===== src/rtl/kmap_pkg.sv =====
// Shared definitions for the K-map sweep controller.
//   sweep_state_t : sequencer states (IDLE -> RUN -> DONE -> IDLE)
//   N_IN_DEF      : default number of function inputs
//   tt_width(n)   : truth-table width for n inputs (2**n)
package kmap_pkg;

  typedef enum logic [1:0] {
    IDLE,
    RUN,
    DONE
  } sweep_state_t;

  localparam int N_IN_DEF = 4;

  // One truth-table bit per input vector.
  function automatic int tt_width(input int n);
    return 2 ** n;
  endfunction

endpackage


===== src/rtl/kmap_result_acc.sv =====
// Result accumulator for the K-map sweep controller.
// Records each sampled function output, counts disagreements with the
// golden table and remembers the lowest failing vector index.
// Ports:
//   clk, rst      : clock, synchronous active-high reset
//   clr           : clear all results (new sweep accepted)
//   sample_en     : capture fn_out for vector idx this edge
//   idx           : vector index being sampled
//   fn_out        : function unit output for vector idx
//   exp_bit       : golden output for vector idx
//   truth_table   : sampled outputs, bit i = fn_out for vector i
//   mismatch_cnt  : number of sampled vectors that disagreed
//   first_fail    : lowest disagreeing index (valid with fail_valid)
//   fail_valid    : at least one disagreement recorded
module kmap_result_acc
  import kmap_pkg::*;
#(
  parameter int N_IN = N_IN_DEF,
  parameter int TT_W = tt_width(N_IN)
) (
  input  logic            clk,
  input  logic            rst,
  input  logic            clr,
  input  logic            sample_en,
  input  logic [N_IN-1:0] idx,
  input  logic            fn_out,
  input  logic            exp_bit,
  output logic [TT_W-1:0] truth_table,
  output logic [N_IN:0]   mismatch_cnt,
  output logic [N_IN-1:0] first_fail,
  output logic            fail_valid
);

  // Vectors are swept in ascending order, so the first disagreement seen
  // is also the lowest failing index; later ones only bump the count.
  // The counter is one bit wider than idx, so even a fully failing sweep
  // (TT_W mismatches) cannot wrap.
  always_ff @(posedge clk) begin
    if (rst || clr) begin
      truth_table  <= '0;
      mismatch_cnt <= '0;
      first_fail   <= '0;
      fail_valid   <= 1'b0;
    end else if (sample_en) begin
      truth_table[idx] <= fn_out;
      if (fn_out != exp_bit) begin
        mismatch_cnt <= mismatch_cnt + (N_IN+1)'(1);
        if (!fail_valid) begin
          first_fail <= idx;
          fail_valid <= 1'b1;
        end
      end
    end
  end

endmodule


===== src/rtl/kmap_sweep_ctrl.sv =====
// Sweep sequencer for a combinational K-map function unit.
// On an accepted start it drives every input vector in ascending order,
// holds each for SETTLE_CYCLES cycles, samples the unit output, and
// compares the resulting truth table against a latched golden table.
// Ports:
//   clk, rst      : clock, synchronous active-high reset
//   start         : request a sweep (honoured only in IDLE, without abort)
//   abort         : cancel a running sweep
//   expected      : golden table, latched on accepted start
//   vec           : registered vector to the function unit ({a,b,c,d})
//   fn_out        : function unit output
//   busy          : sweep in progress
//   done          : one-cycle completion pulse (never on abort)
//   truth_table   : sampled outputs
//   mismatch_cnt  : number of disagreeing vectors
//   first_fail    : lowest disagreeing index (valid with fail_valid)
//   fail_valid    : at least one disagreement recorded
//   pass          : sweep completed with no disagreement
//   aborted       : last sweep was aborted
module kmap_sweep_ctrl
  import kmap_pkg::*;
#(
  parameter int N_IN          = N_IN_DEF,
  parameter int SETTLE_CYCLES = 1,
  localparam int TT_W         = tt_width(N_IN)
) (
  input  logic            clk,
  input  logic            rst,
  input  logic            start,
  input  logic            abort,
  input  logic [TT_W-1:0] expected,
  output logic [N_IN-1:0] vec,
  input  logic            fn_out,
  output logic            busy,
  output logic            done,
  output logic [TT_W-1:0] truth_table,
  output logic [N_IN:0]   mismatch_cnt,
  output logic [N_IN-1:0] first_fail,
  output logic            fail_valid,
  output logic            pass,
  output logic            aborted
);

  localparam int SCNT_W = (SETTLE_CYCLES > 1) ? $clog2(SETTLE_CYCLES) : 1;
  localparam logic [SCNT_W-1:0] SCNT_LAST = SCNT_W'(SETTLE_CYCLES - 1);
  localparam logic [N_IN-1:0]   IDX_LAST  = N_IN'(TT_W - 1);

  // A zero settle time would sample before the vector is ever driven.
  if (SETTLE_CYCLES < 1) begin : g_bad_settle
    $error("kmap_sweep_ctrl: SETTLE_CYCLES must be at least 1");
  end

  sweep_state_t      state;
  sweep_state_t      next_state;
  logic [N_IN-1:0]   idx;
  logic [SCNT_W-1:0] scnt;
  logic [TT_W-1:0]   exp_q;
  logic              accept;
  logic              do_abort;
  logic              sample_en;
  logic              finish;

  // State register.
  always_ff @(posedge clk) begin
    if (rst) begin
      state <= IDLE;
    end else begin
      state <= next_state;
    end
  end

  // Next-state and control decode. Abort is checked before the sample
  // condition so that an abort landing on the final sample edge
  // suppresses both the last sample and the done pulse.
  always_comb begin
    next_state = state;
    accept     = 1'b0;
    do_abort   = 1'b0;
    sample_en  = 1'b0;
    finish     = 1'b0;
    case (state)
      IDLE: begin
        if (start && !abort) begin
          accept     = 1'b1;
          next_state = RUN;
        end
      end
      RUN: begin
        if (abort) begin
          do_abort   = 1'b1;
          next_state = IDLE;
        end else if (scnt == SCNT_LAST) begin
          sample_en = 1'b1;
          if (idx == IDX_LAST) begin
            finish     = 1'b1;
            next_state = DONE;
          end
        end
      end
      DONE: begin
        next_state = IDLE;
      end
      default: begin
        next_state = IDLE;
      end
    endcase
  end

  // Sweep counters, golden-table latch and summary flags. vec is a
  // registered copy of idx so the function unit sees a clean vector from
  // the edge it is stepped; it keeps its last value once the sweep ends.
  // pass folds in the final sample directly, because mismatch_cnt only
  // reflects that sample one edge later.
  always_ff @(posedge clk) begin
    if (rst) begin
      idx     <= '0;
      scnt    <= '0;
      vec     <= '0;
      exp_q   <= '0;
      pass    <= 1'b0;
      aborted <= 1'b0;
    end else if (accept) begin
      exp_q   <= expected;
      idx     <= '0;
      scnt    <= '0;
      vec     <= '0;
      pass    <= 1'b0;
      aborted <= 1'b0;
    end else if (do_abort) begin
      aborted <= 1'b1;
      pass    <= 1'b0;
    end else if (sample_en) begin
      scnt <= '0;
      if (finish) begin
        pass <= (mismatch_cnt == '0) && (fn_out == exp_q[idx]);
      end else begin
        idx <= idx + N_IN'(1);
        vec <= idx + N_IN'(1);
      end
    end else if (state == RUN) begin
      scnt <= scnt + SCNT_W'(1);
    end
  end

  assign busy = (state == RUN);
  assign done = (state == DONE);

  kmap_result_acc #(
    .N_IN (N_IN),
    .TT_W (TT_W)
  ) u_acc (
    .clk          (clk),
    .rst          (rst),
    .clr          (accept),
    .sample_en    (sample_en),
    .idx          (idx),
    .fn_out       (fn_out),
    .exp_bit      (exp_q[idx]),
    .truth_table  (truth_table),
    .mismatch_cnt (mismatch_cnt),
    .first_fail   (first_fail),
    .fail_valid   (fail_valid)
  );

endmodule


===== config.mk =====
export PLATFORM = sky130hd
export DESIGN_NAME = kmap_sweep_ctrl
export DESIGN_NICKNAME = d
export VERILOG_FILES = /design/src/rtl/kmap_pkg.sv /design/src/rtl/kmap_result_acc.sv /design/src/rtl/kmap_sweep_ctrl.sv
export SDC_FILE = /design/constraint.sdc
export NUM_CORES = 1
export LEC_CHECK = 0
export ABC_AREA = 1
export CAP_MARGIN = 20
export CORE_MARGIN = 2
export CORE_UTILIZATION = 49
export CTS_CLUSTER_SIZE = 24
export DETAILED_ROUTE_END_ITERATION = 7
export PLACE_DENSITY = 0.79
export SETUP_SLACK_MARGIN = 0.1
export SLEW_MARGIN = 20
export SYNTH_ARGS = -nofsm -noshare
export SYNTH_HDL_FRONTEND = slang
export SYNTH_SLANG_ARGS = --single-unit

===== constraint.sdc =====
create_clock -name clk -period 2 [get_ports clk]
set_input_delay 0.4 -clock clk [delete_from_list [all_inputs] [get_ports clk]]
set_output_delay 0.4 -clock clk [all_outputs]
set_load 0.05 [all_outputs]

== Yosys cells after proc, flatten, opt, wreduce, memory -nomap -nowiden ==
Cells that the tools add are included.
Word-level totals
  register bits after elaboration: 51
  input bits: 21
  output and inout bits: 34
  word-level logic and storage cells: 65
Cells by class
  add/sub/neg operators: 3
  order comparisons: 2
  equal/unequal tests: 8
  muxes and demuxes: 23
  bitwise gates (word level): 3
  reduce and logical (&&, ||, !) cells: 16
Operators by type and width (count)
  $bwmux W16: 1
  $mux W1: 15
  $reduce_and A3 Y1: 3
  $mux W2: 4
  $reduce_and A2 Y1: 3
  $add A5 B1 Y5 const B: 1
  $logic_not A5 Y1: 1
  $lt A4 B5 Y1 const B: 1
  $add A4 B1 Y4 const B: 1
  $bmux W1 S4: 1
  $demux W1 S4: 1
  $eq A4 B4 Y1 const B: 1
  $ge A4 B1 Y1 const B: 1
  $pmux W2 S2: 1
  $logic_and A1 B1 Y1: 3
  $ne A3 B2 Y1 const B: 1
  $ne A3 B3 Y1 const B: 1
  $not A1 Y1: 3
  $reduce_or A3 Y1: 1
  $eq A2 B1 Y1 const B: 1
  $eq A2 B2 Y1 const B: 1
  $logic_not A2 Y1: 1
  $ne A2 B2 Y1 const B: 1
  $reduce_bool A2 Y1: 1
  6 further kinds: 6

== Longest topological paths before layout ==
Gate-level depths: netlist of the first run.
  word-level depth: 7
  gate-level depth with buffers: 13
  gate-level depth less buffers: 12

== Cells and area by module ==
Synthesis of the first run repeated with hierarchy kept, for this count alone.
Second synthesis, totals
  cells, all modules: 329
  area, all modules: 2353.5 um^2
Modules (own cells, without submodules)
  kmap_sweep_ctrl: instances 1, cells an instance 161, area an instance 1212.4 um^2, sequential area each 500.5 um^2
  kmap_result_acc: instances 1, cells an instance 168, area an instance 1141.1 um^2, sequential area each 520.5 um^2

== Worst setup path after synthesis of the first run ==
OpenSTA, ideal clock, no wires.
  kind: reg-to-reg
  from: reg idx[0]
  to: reg u_acc.first_fail[0]
  setup time: 0.120 ns
  data arrival time: 1.734 ns
  required time: 1.880 ns
  path slack: 0.146 ns
  cell stages (with the launch flop): 12
  buffers on the path: 2
  clock period less this slack: 1.854 ns
  cells stage by stage: dfxtp_1 buf_6 nand2_1 nand3_1 nand2_2 nand2_2 nand2_2 o21ai_2 buf_6 nand3_4 nand2_2 a21oi_2
Between the ends
  word-level cells in the longest chain between the ends: 4
RTL lines
  start, declared: line kmap_sweep_ctrl.sv:55  | logic [N_IN-1:0] idx;
  start signal, assigned: line kmap_sweep_ctrl.sv:137  | idx <= idx + N_IN'(1);
  $bmux W1 S4: line kmap_sweep_ctrl.sv:158  | .exp_bit (exp_q[idx]),
  $mux W1 (not written as such): line kmap_sweep_ctrl.sv:158
  $ne A1 B1 Y1: line kmap_result_acc.sv:46  | if (fn_out != exp_bit) begin
  $reduce_and A3 Y1 (no source line)
  end signal, assigned: line kmap_result_acc.sv:49  | first_fail <= idx;
  end, declared: line kmap_result_acc.sv:30  | output logic [N_IN-1:0] first_fail,
Parallel ways exist; a longest one is shown, timed or not. The select of a mux whose other input is x is not followed.
A chain may end at the register's enable or synchronous reset.

== Worst setup path in the final report of the first run ==
  from: reg u_acc.first_fail[3]
  to: out first_fail[3]
RTL lines
  end, declared: line kmap_sweep_ctrl.sv:38  | output logic [N_IN-1:0] first_fail,
No word-level cell between the ends.

==> summary.md, run 1 <==
| Metric | Value |
|---|---|
| Critical Path Stages | 1 |
| Gate Count Post-Synth | 297 |
| CP bufs+invs | 1 |
| Post-route cell area | 3060 sq um |
| Hold Path Class | register to register |
| CP Cell Sequence | clkdlybuf4s50_1 |
| DRT antenna net count | 0 |
| Layout Nets | 385 |
| Drt pass-1 iters | 4 |
| Worst path max stage delay | 0.80 ns |
| Synth Net Count | 324 |
| Max IR drop VDD | 0.404 mV |
| Largest net degree at the start of global routing | 34 |
| Crit share post-route | 93.1% |
| Final setup fails | 0 |
| Status | complete, no violations |
| Power per cell area | 614 nW/um^2 |
| CTS tree | done |
| Routed len/inst | 13.5 microns |
| GRT Total Usage | 22.1% |
| Port buffer count | 54 |
| Vias in the first global route | 2014 |
| Flops & latches, synth | 51 |
| Layout Utilization | 65.6% |
| H-tree lvl count | 2 |
| Chip Width | 73.0 microns |
| Worst skew pair latency | 0.31 ns |
| Top delay family on crit path | buffers and inverters |
| HPWL Detailed | 3.91 mm |
| IO Pins | 55 |
| Setup ws final | 0.139 ns |
| Setup WS pre-CTS | -0.000319 ns |
| Clock sink total | 51 |
| Starting DRT DRC Count | 77 |
| Routed wire length | 5.58 mm |
| RSZ-0062 raised after global routing | false |
| Mean post-synth cell area | 7.86 sq um |
| Maxcap violations | 0 |
| Hold path depth | 2 |
| Slew margin rel. | 64.8% |
| Total power | 1.88 mW |
| Slowest CP cell | clkdlybuf4s50_1 |
| GR Util met3 | 4.56% |
| Final hold slack | 0.456 ns |
| CP startpoint kind | register |
| Final Hold Fails | 0 |
| Leak pwr | 1.47 nW |
| Total global routing overflow | 0 |
| Setup Buffers After CTS | 0 |
| Worst EP arrival | 1.46 ns |
| Via count | 2149 |
| CP Max Fanout | 2 |
| Reg2reg path depth | 10 |
| Worst-Margin Slew | 0.528 ns |
| Synth cell types | 28 |
| Layout cells sized above 1 | 21.7% |
| CTS Hold Bufs | 0 |
| Die area | 5330 sq um |
| Cell area after synthesis | 2330 sq um |
| DR vias/cell | 5.20 |
| Synthesis-to-layout area growth | 31.1% |
| Clk pin slew, worst setup/hold paths | 0.09 ns |
| Total CTS buffers | 5 |
| Rows | 25 |
| Max-slew violations | 0 |
| Sequential area share after synthesis | 43.8% |
| Initial antenna violation count | 0 |
| Detailed-route DRC error count | 0 |
| Minimum clock period after layout | 1.86 ns |
| Initial core utilization | 50.1% |
| Global-route wire length before repair | 9.17 mm |
| Placer Congestion | 0.789 |
| Die H | 73.0 microns |
| WS Path Type | register to output port |
| CTS root buffer | clkbuf_8 |
| ANT cells | 0 |
| Critical Path RT | 1.60 ns |
| Met1 usage | 28.5% |
| Met2 Use GR | 36.0% |
| Max Clock Freq | 537 MHz |
| GRT busiest layer | met2 |
| Clk buf depth | 2 |
| Fillers | 417 |
| Setup crit end kind | output port |
| Placed inst area | 2950 sq um |
| Synthesis Warnings | 0 |
| Core area | 4660 sq um |
| Clock skew | 0.00963 ns |
worst paths after layout:
check	start	end	slack, ns
min	exp_q[4]$_SDFFE_PP0P_	exp_q[4]$_SDFFE_PP0P_	0.46
max	u_acc.first_fail[3]$_SDFFE_PP0P_	first_fail[3]	0.14
min reg2reg	exp_q[4]$_SDFFE_PP0P_	exp_q[4]$_SDFFE_PP0P_	0.46
max reg2reg	idx[2]$_SDFFE_PP0P_	u_acc.mismatch_cnt[1]$_SDFFE_PP0P_	0.29
where the power goes:
group / leakage (nW) / internal [mW] / switching, mW / total, mW
combinational: 1.01 / 0.0997 / 0.144 / 0.244
clock: 0.0412 / 0.245 / 0.333 / 0.579
sequential: 0.414 / 1.04 / 0.0131 / 1.06
sequential cells by signal, summed over array words and instances (netlist names):
signal and cells:
idx 4, aborted 1, pass 1, state 2, u_acc.fail_valid 1, u_acc.truth_table 16
u_acc.mismatch_cnt 5, u_acc.first_fail 4, scnt 1, exp_q 16
kinds of logic (layout without fill, tap and decap cells):
kind of cell,count (synthesis),after routing,share of synthesized area (%)
compound gates,70,70,18.7
flops,51,51,43.8
buf+inv,54,116,10.3
simple gates,113,113,22.9
xor+xnor,3,3,1.13
fa+ha+maj,6,6,3.22
synthesized netlist by cell type (all sizes together):
cell    number  area, sq um
dfxtp       51         1020
nand2       47          206
nor2        41          164
inv         37          139
a21oi       30          165
a211oi      17          128
o21ai       16         83.8
nand3       12         87.6
nand4        9         56.3
a311oi       6         52.6
buf          6         55.1
clkbuf       6         22.5
ha           6         75.1
clkinv       5         23.8
nor3         4         20.0
xor2         2         17.5
o21a         1         7.51
xnor2        1         8.76
final cells by class:
cell class	instances	area [sq um]	share of cell area (%)
Timing Repair Buffer	66	651	21.3
Sequential cell	51	1020	33.4
Clock buffer	6	72.6	2.37
Inverter	42	163	5.32
Tap cell	54	67.6	2.21
Multi-Input combinational cell	192	1070	35.1
Clock inverter	2	12.5	0.409
worst register-to-register path: stages (launching register included):
cell	delay (ns)
dfxtp_1	0.51
nand2_1	0.19
inv_2	0.12
nand2_1	0.07
nand2_2	0.09
nor2_2	0.04
nand2_2	0.19
nand3_2	0.21
nand2_1	0.11
nand2_1	0.05
nor2_1	0.08
per-layer routing:
layer | vias to the layer above | share of wire (%)
li1 | 1106 | -
met1 | 977 | 46
met2 | 53 | 48
met3 | 13 | 4.1
met4 | 0 | 2.3
met5 | - | 0
metrics by stage:
stage	cells	TNS, ns
finish	413	0
global route	413	0
CTS	413	0
global placement	405	0
detailed placement	405	-0.000319
floorplan	297	0
placed cells by master (no fill, tap or decap), types with 5 or more instances in the layout:
master           Yosys  layout
clkdlybuf4s50_1      0      29
a311oi_1             6       6
nand3_1              8       8
buf_4                0      19
a21oi_1             26      26
clkbuf_8             0       5
clkinv_2             4       5
o21ai_1             14      14
nor2_1              37      37
dfxtp_1             51      51
nand2_2             12      12
nand4_1              9       9
dlymetal6s2s_1       0      13
nand2_1             35      35
inv_2               22      22
a211oi_1            17      17
inv_1               15      15
ha_1                 6       6
repair_timing:
item | 4_1_cts | 5_1_grt
setup endpoints to repair | 4 | 13
gates resized for setup | 4 | 13
endpoints found under the hold margin | 0 | 0
Power figures use the tool's default switching activity.
==> run 2: changes to the inputs <==
--- a/config.mk
+++ b/config.mk
@@ -5,7 +5,6 @@
 export SDC_FILE = /design/constraint.sdc
 export NUM_CORES = 1
 export LEC_CHECK = 0
-export ABC_AREA = 1
 export CAP_MARGIN = 20
 export CORE_MARGIN = 2
 export CORE_UTILIZATION = 49
==> summary.md, run 2 <==
| Metric | Value |
|---|---|
| Setup Buffers After CTS | 0 (unchanged) |
| Final setup fails | 11 (was 0) |
| DRT antenna net count | 0 (unchanged) |
| Rows | 24 (was 25) |
| Max-slew violations | 0 (unchanged) |
| Clock sink total | 51 (unchanged) |
| H-tree lvl count | 2 (unchanged) |
| Clk pwr share | 34.1% (was 30.8%) |
| Max Clock Freq | 447 MHz (was 537 MHz) |
| Synthesis-to-layout area growth | 38.7% (was 31.1%) |
| CP startpoint kind | register (unchanged) |
| Synth cell count leaders | 51 x dfxtp_1, 40 x nand2_1, 30 x a21oi_1 (was 51 x dfxtp_1, 37 x nor2_1, 35 x nand2_1) |
| Global-route wire length before repair | 8.59 mm (was 9.17 mm) |
| Flops & latches, synth | 51 (unchanged) |
| Switching Power | 0.433 mW (was 0.490 mW) |
| Clock skew | 0.00454 ns (was 0.00963 ns) |
| Asr flop ratio synth | 0% (unchanged) |
| Via count | 2006 (was 2149) |
| Die H | 71.7 microns (was 73.0 microns) |
| Layout Nets | 348 (was 385) |
| RSZ-0062 raised after global routing | true (was false) |
| Sequential power share | 55.6% (was 56.2%) |
| Sequential cell area | 1030 sq um (was 1020 sq um) |
| Chip Width | 71.7 microns (was 73.0 microns) |
| Core area | 4380 sq um (was 4660 sq um) |
| Worst EP arrival | 2.48 ns (was 1.46 ns) |
| CTS tree | done (unchanged) |
| CP Max Fanout | 9 (was 2) |
| Largest registers | exp_q x16, u_acc.truth_table x16, u_acc.mismatch_cnt x5 (unchanged) |
| Critical Path RT | 2.24 ns (was 1.60 ns) |
| Detailed-route DRC error count | 0 (unchanged) |
| Post-Synth Simple-Gate Area | 21.8% (was 22.9%) |
| Setup WS pre-CTS | -0.421 ns (was -0.000319 ns) |
| Most common cell after layout, fill and taps aside | dfxtp_1 (unchanged) |
| Commonest non-fill, non-tap cells in the layout | 49 x dfxtp_1, 40 x nand2_1, 36 x clkdlybuf4s50_1 (was 51 x dfxtp_1, 37 x nor2_1, 35 x nand2_1) |
| Internal | 1.44 mW (was 1.39 mW) |
| Area of the multi-input gates | 1170 sq um (was 1070 sq um) |
| Placed inst area | 2970 sq um (was 2950 sq um) |
| Setup crit end kind | register (was output port) |
| Mux cell area share after synthesis | 14.2% (was 0%) |
| CTS Hold Bufs | 0 (unchanged) |
| Slew margin rel. | 66.0% (was 64.8%) |
| GRT Total Usage | 21.1% (was 22.1%) |
| Minimum clock period after layout | 2.24 ns (was 1.86 ns) |
| Top-count cell post-synth | dfxtp_1 (unchanged) |
| Adder-Cell Fraction of Synth Area | 3.34% (was 3.22%) |
| DR vias/cell | 5.36 (was 5.20) |
| Worst skew pair latency | 0.30 ns (was 0.31 ns) |
| Net Sw Frac | 23.1% (was 26.1%) |
| WS Path Type | register to register (was register to output port) |
| Synthesis Warnings | 0 (unchanged) |
| Initial antenna violation count | 0 (unchanged) |
| Total global routing overflow | 0 (unchanged) |
| Cell taking the most area after synthesis | dfxtp_1 (unchanged) |
| Top_reg_cell synth | dfxtp_1 (unchanged) |
| Post-route cell area | 3110 sq um (was 3060 sq um) |
| Cell area after synthesis | 2240 sq um (was 2330 sq um) |
| Setup ws final | -0.237 ns (was 0.139 ns) |
| Vias in the first global route | 1878 (was 2014) |
| Leak pwr | 1.38 nW (was 1.47 nW) |
| CTS root buffer | clkbuf_8 (unchanged) |
| Largest cells by area after synthesis | dfxtp_1 45%, mux2i_1 7.1%, a21oi_1 6.7% (was dfxtp_1 44%, nor2_1 6.0%, nand2_1 5.6%) |
| Worst-Margin Slew | 0.508 ns (was 0.528 ns) |
| Status | complete, but fails checks (was complete, no violations) |
| Share of the synthesized area in the top cell type | 45.5% (was 43.8%) |
| Port buffer count | 54 (unchanged) |
| Drt pass-1 iters | 4 (unchanged) |
| Largest net degree at the start of global routing | 32 (was 34) |
| Crit share post-route | 112% (was 93.1%) |
| Total CTS buffers | 5 (unchanged) |
| Post-Synth XOR/XNOR Area | 1.17% (was 1.13%) |
| Violated checks | setup timing |
| ANT cells | 0 (unchanged) |
| Total power | 1.87 mW (was 1.88 mW) |
| Fillers | 353 (was 417) |
| Die area | 5140 sq um (was 5330 sq um) |
| Layout cells sized above 1 | 17.7% (was 21.7%) |
| Initial core utilization | 51.2% (was 50.1%) |
| IO Pins | 55 (unchanged) |
| Mean post-synth cell area | 8.87 sq um (was 7.86 sq um) |
| Routed wire length | 5.20 mm (was 5.58 mm) |
| Clk buf depth | 2 (unchanged) |
| Routed len/inst | 13.9 microns (was 13.5 microns) |
| Gate power share | 10.3% (was 13.0%) |
| Sequential area share after synthesis | 45.5% (was 43.8%) |
| Largest family of logic cells by synthesized area | simple AND/OR/NAND/NOR gates (unchanged) |
| Power per cell area | 602 nW/um^2 (was 614 nW/um^2) |
| Max IR drop VDD | 0.436 mV (was 0.404 mV) |
| EDFF count, synth | 0 (unchanged) |
| Synth Net Count | 280 (was 324) |
| Synth cell types | 34 (was 28) |
| HPWL Detailed | 3.81 mm (was 3.91 mm) |
| Maxcap violations | 0 (unchanged) |
| Clk pin slew, worst setup/hold paths | 0.09 ns (about the same) |
| Placer Congestion | 0.778 (was 0.789) |
| Gate Count Post-Synth | 253 (was 297) |
| Hold Path Class | register to register (unchanged) |
| Complex-gate fraction of the synthesized area | 9.87% (was 18.7%) |
| Starting DRT DRC Count | 131 (was 77) |
| Final Hold Fails | 0 (unchanged) |
run 2: cell types whose count changed after synthesis, sizes merged, moves of 5 or more:
cell and change:
nor2 -16, clkinv -5, nand2 -7, inv -28
nand4 -6, a311oi -6, a211oi -16, mux2i +17
mux4 +5, nand3 +10, o21ai -10, clkbuf +5
run 2: cell type report:
type / instances / area share, %
repair buffers: 75 / 23.2
well taps: 52 / 2.09
flip-flops and latches: 51 / 32.9
inverters: 9 / 1.08
multi-input cells: 179 / 37.4
clock buffers: 8 / 3.21
run 2: per-layer routing:
| metal | global-route usage [%] | wire [microns] |
|---|---|---|
| met4 | 7.55 | 92 |
| met5 | 0 | 0 |
| met2 | 33.1 | 2450 |
| met1 | 28.7 | 2380 |
| met3 | 4.92 | 277 |
run 2: worst max-delay path: stages (launching register included):
cell     delay [ns]
dfxtp_4        0.40
mux4_2         0.51
mux4_2         0.57
mux2_4         0.39
a21o_1         0.19
a21oi_2        0.11
run 2: cell families after synthesis:
family,after synthesis
mux,23
compound gates,41
xor+xnor,3
simple gates,106
fa+ha+maj,6
buf+inv,23
flops,51
run 2: worst paths after layout:
| kind | slack (ns) | to | depth (start not counted) | startpoint |
|---|---|---|---|---|
| max reg2reg | -0.24 | u_acc.mismatch_cnt[4]$_SDFFE_PP0P_ | 5 | idx[1]$_SDFFE_PP0P_ |
| min | 0.46 | exp_q[10]$_SDFFE_PP0P_ | 2 | exp_q[10]$_SDFFE_PP0P_ |
| max | -0.24 | u_acc.mismatch_cnt[4]$_SDFFE_PP0P_ | 5 | idx[1]$_SDFFE_PP0P_ |
| min reg2reg | 0.46 | exp_q[10]$_SDFFE_PP0P_ | 2 | exp_q[10]$_SDFFE_PP0P_ |
run 2: metrics by stage:
stage / TNS [ns] / hold WS (ns) / utilization [%] / cells
floorplan: -3.14 / 0.433 / - / 253
global placement: -3.65 / 0.442 / 67.8 / 366
global route: -2.98 / 0.484 / 71.0 / 374
detailed placement: -4.34 / 0.449 / 67.8 / 366
CTS: -2.20 / 0.461 / 70.2 / 374
finish: -2.11 / 0.457 / 71.0 / 374
run 2: power groups by stage:
stage	clock network (mW)	registers, mW	logic, mW
final	0.640	1.04	0.192
after floorplan	0	1.07	0.0902
after global routing	0.692	1.04	0.209
after CTS	0.655	1.04	0.192
after detailed placement	0	1.07	0.191
after global placement	0	1.07	0.187
run 2: repair_timing:
item	4_1_cts	5_1_grt
pin swaps	1	1
gates cloned	0	0
endpoints found under the setup margin	17	18
resized for setup	8	12
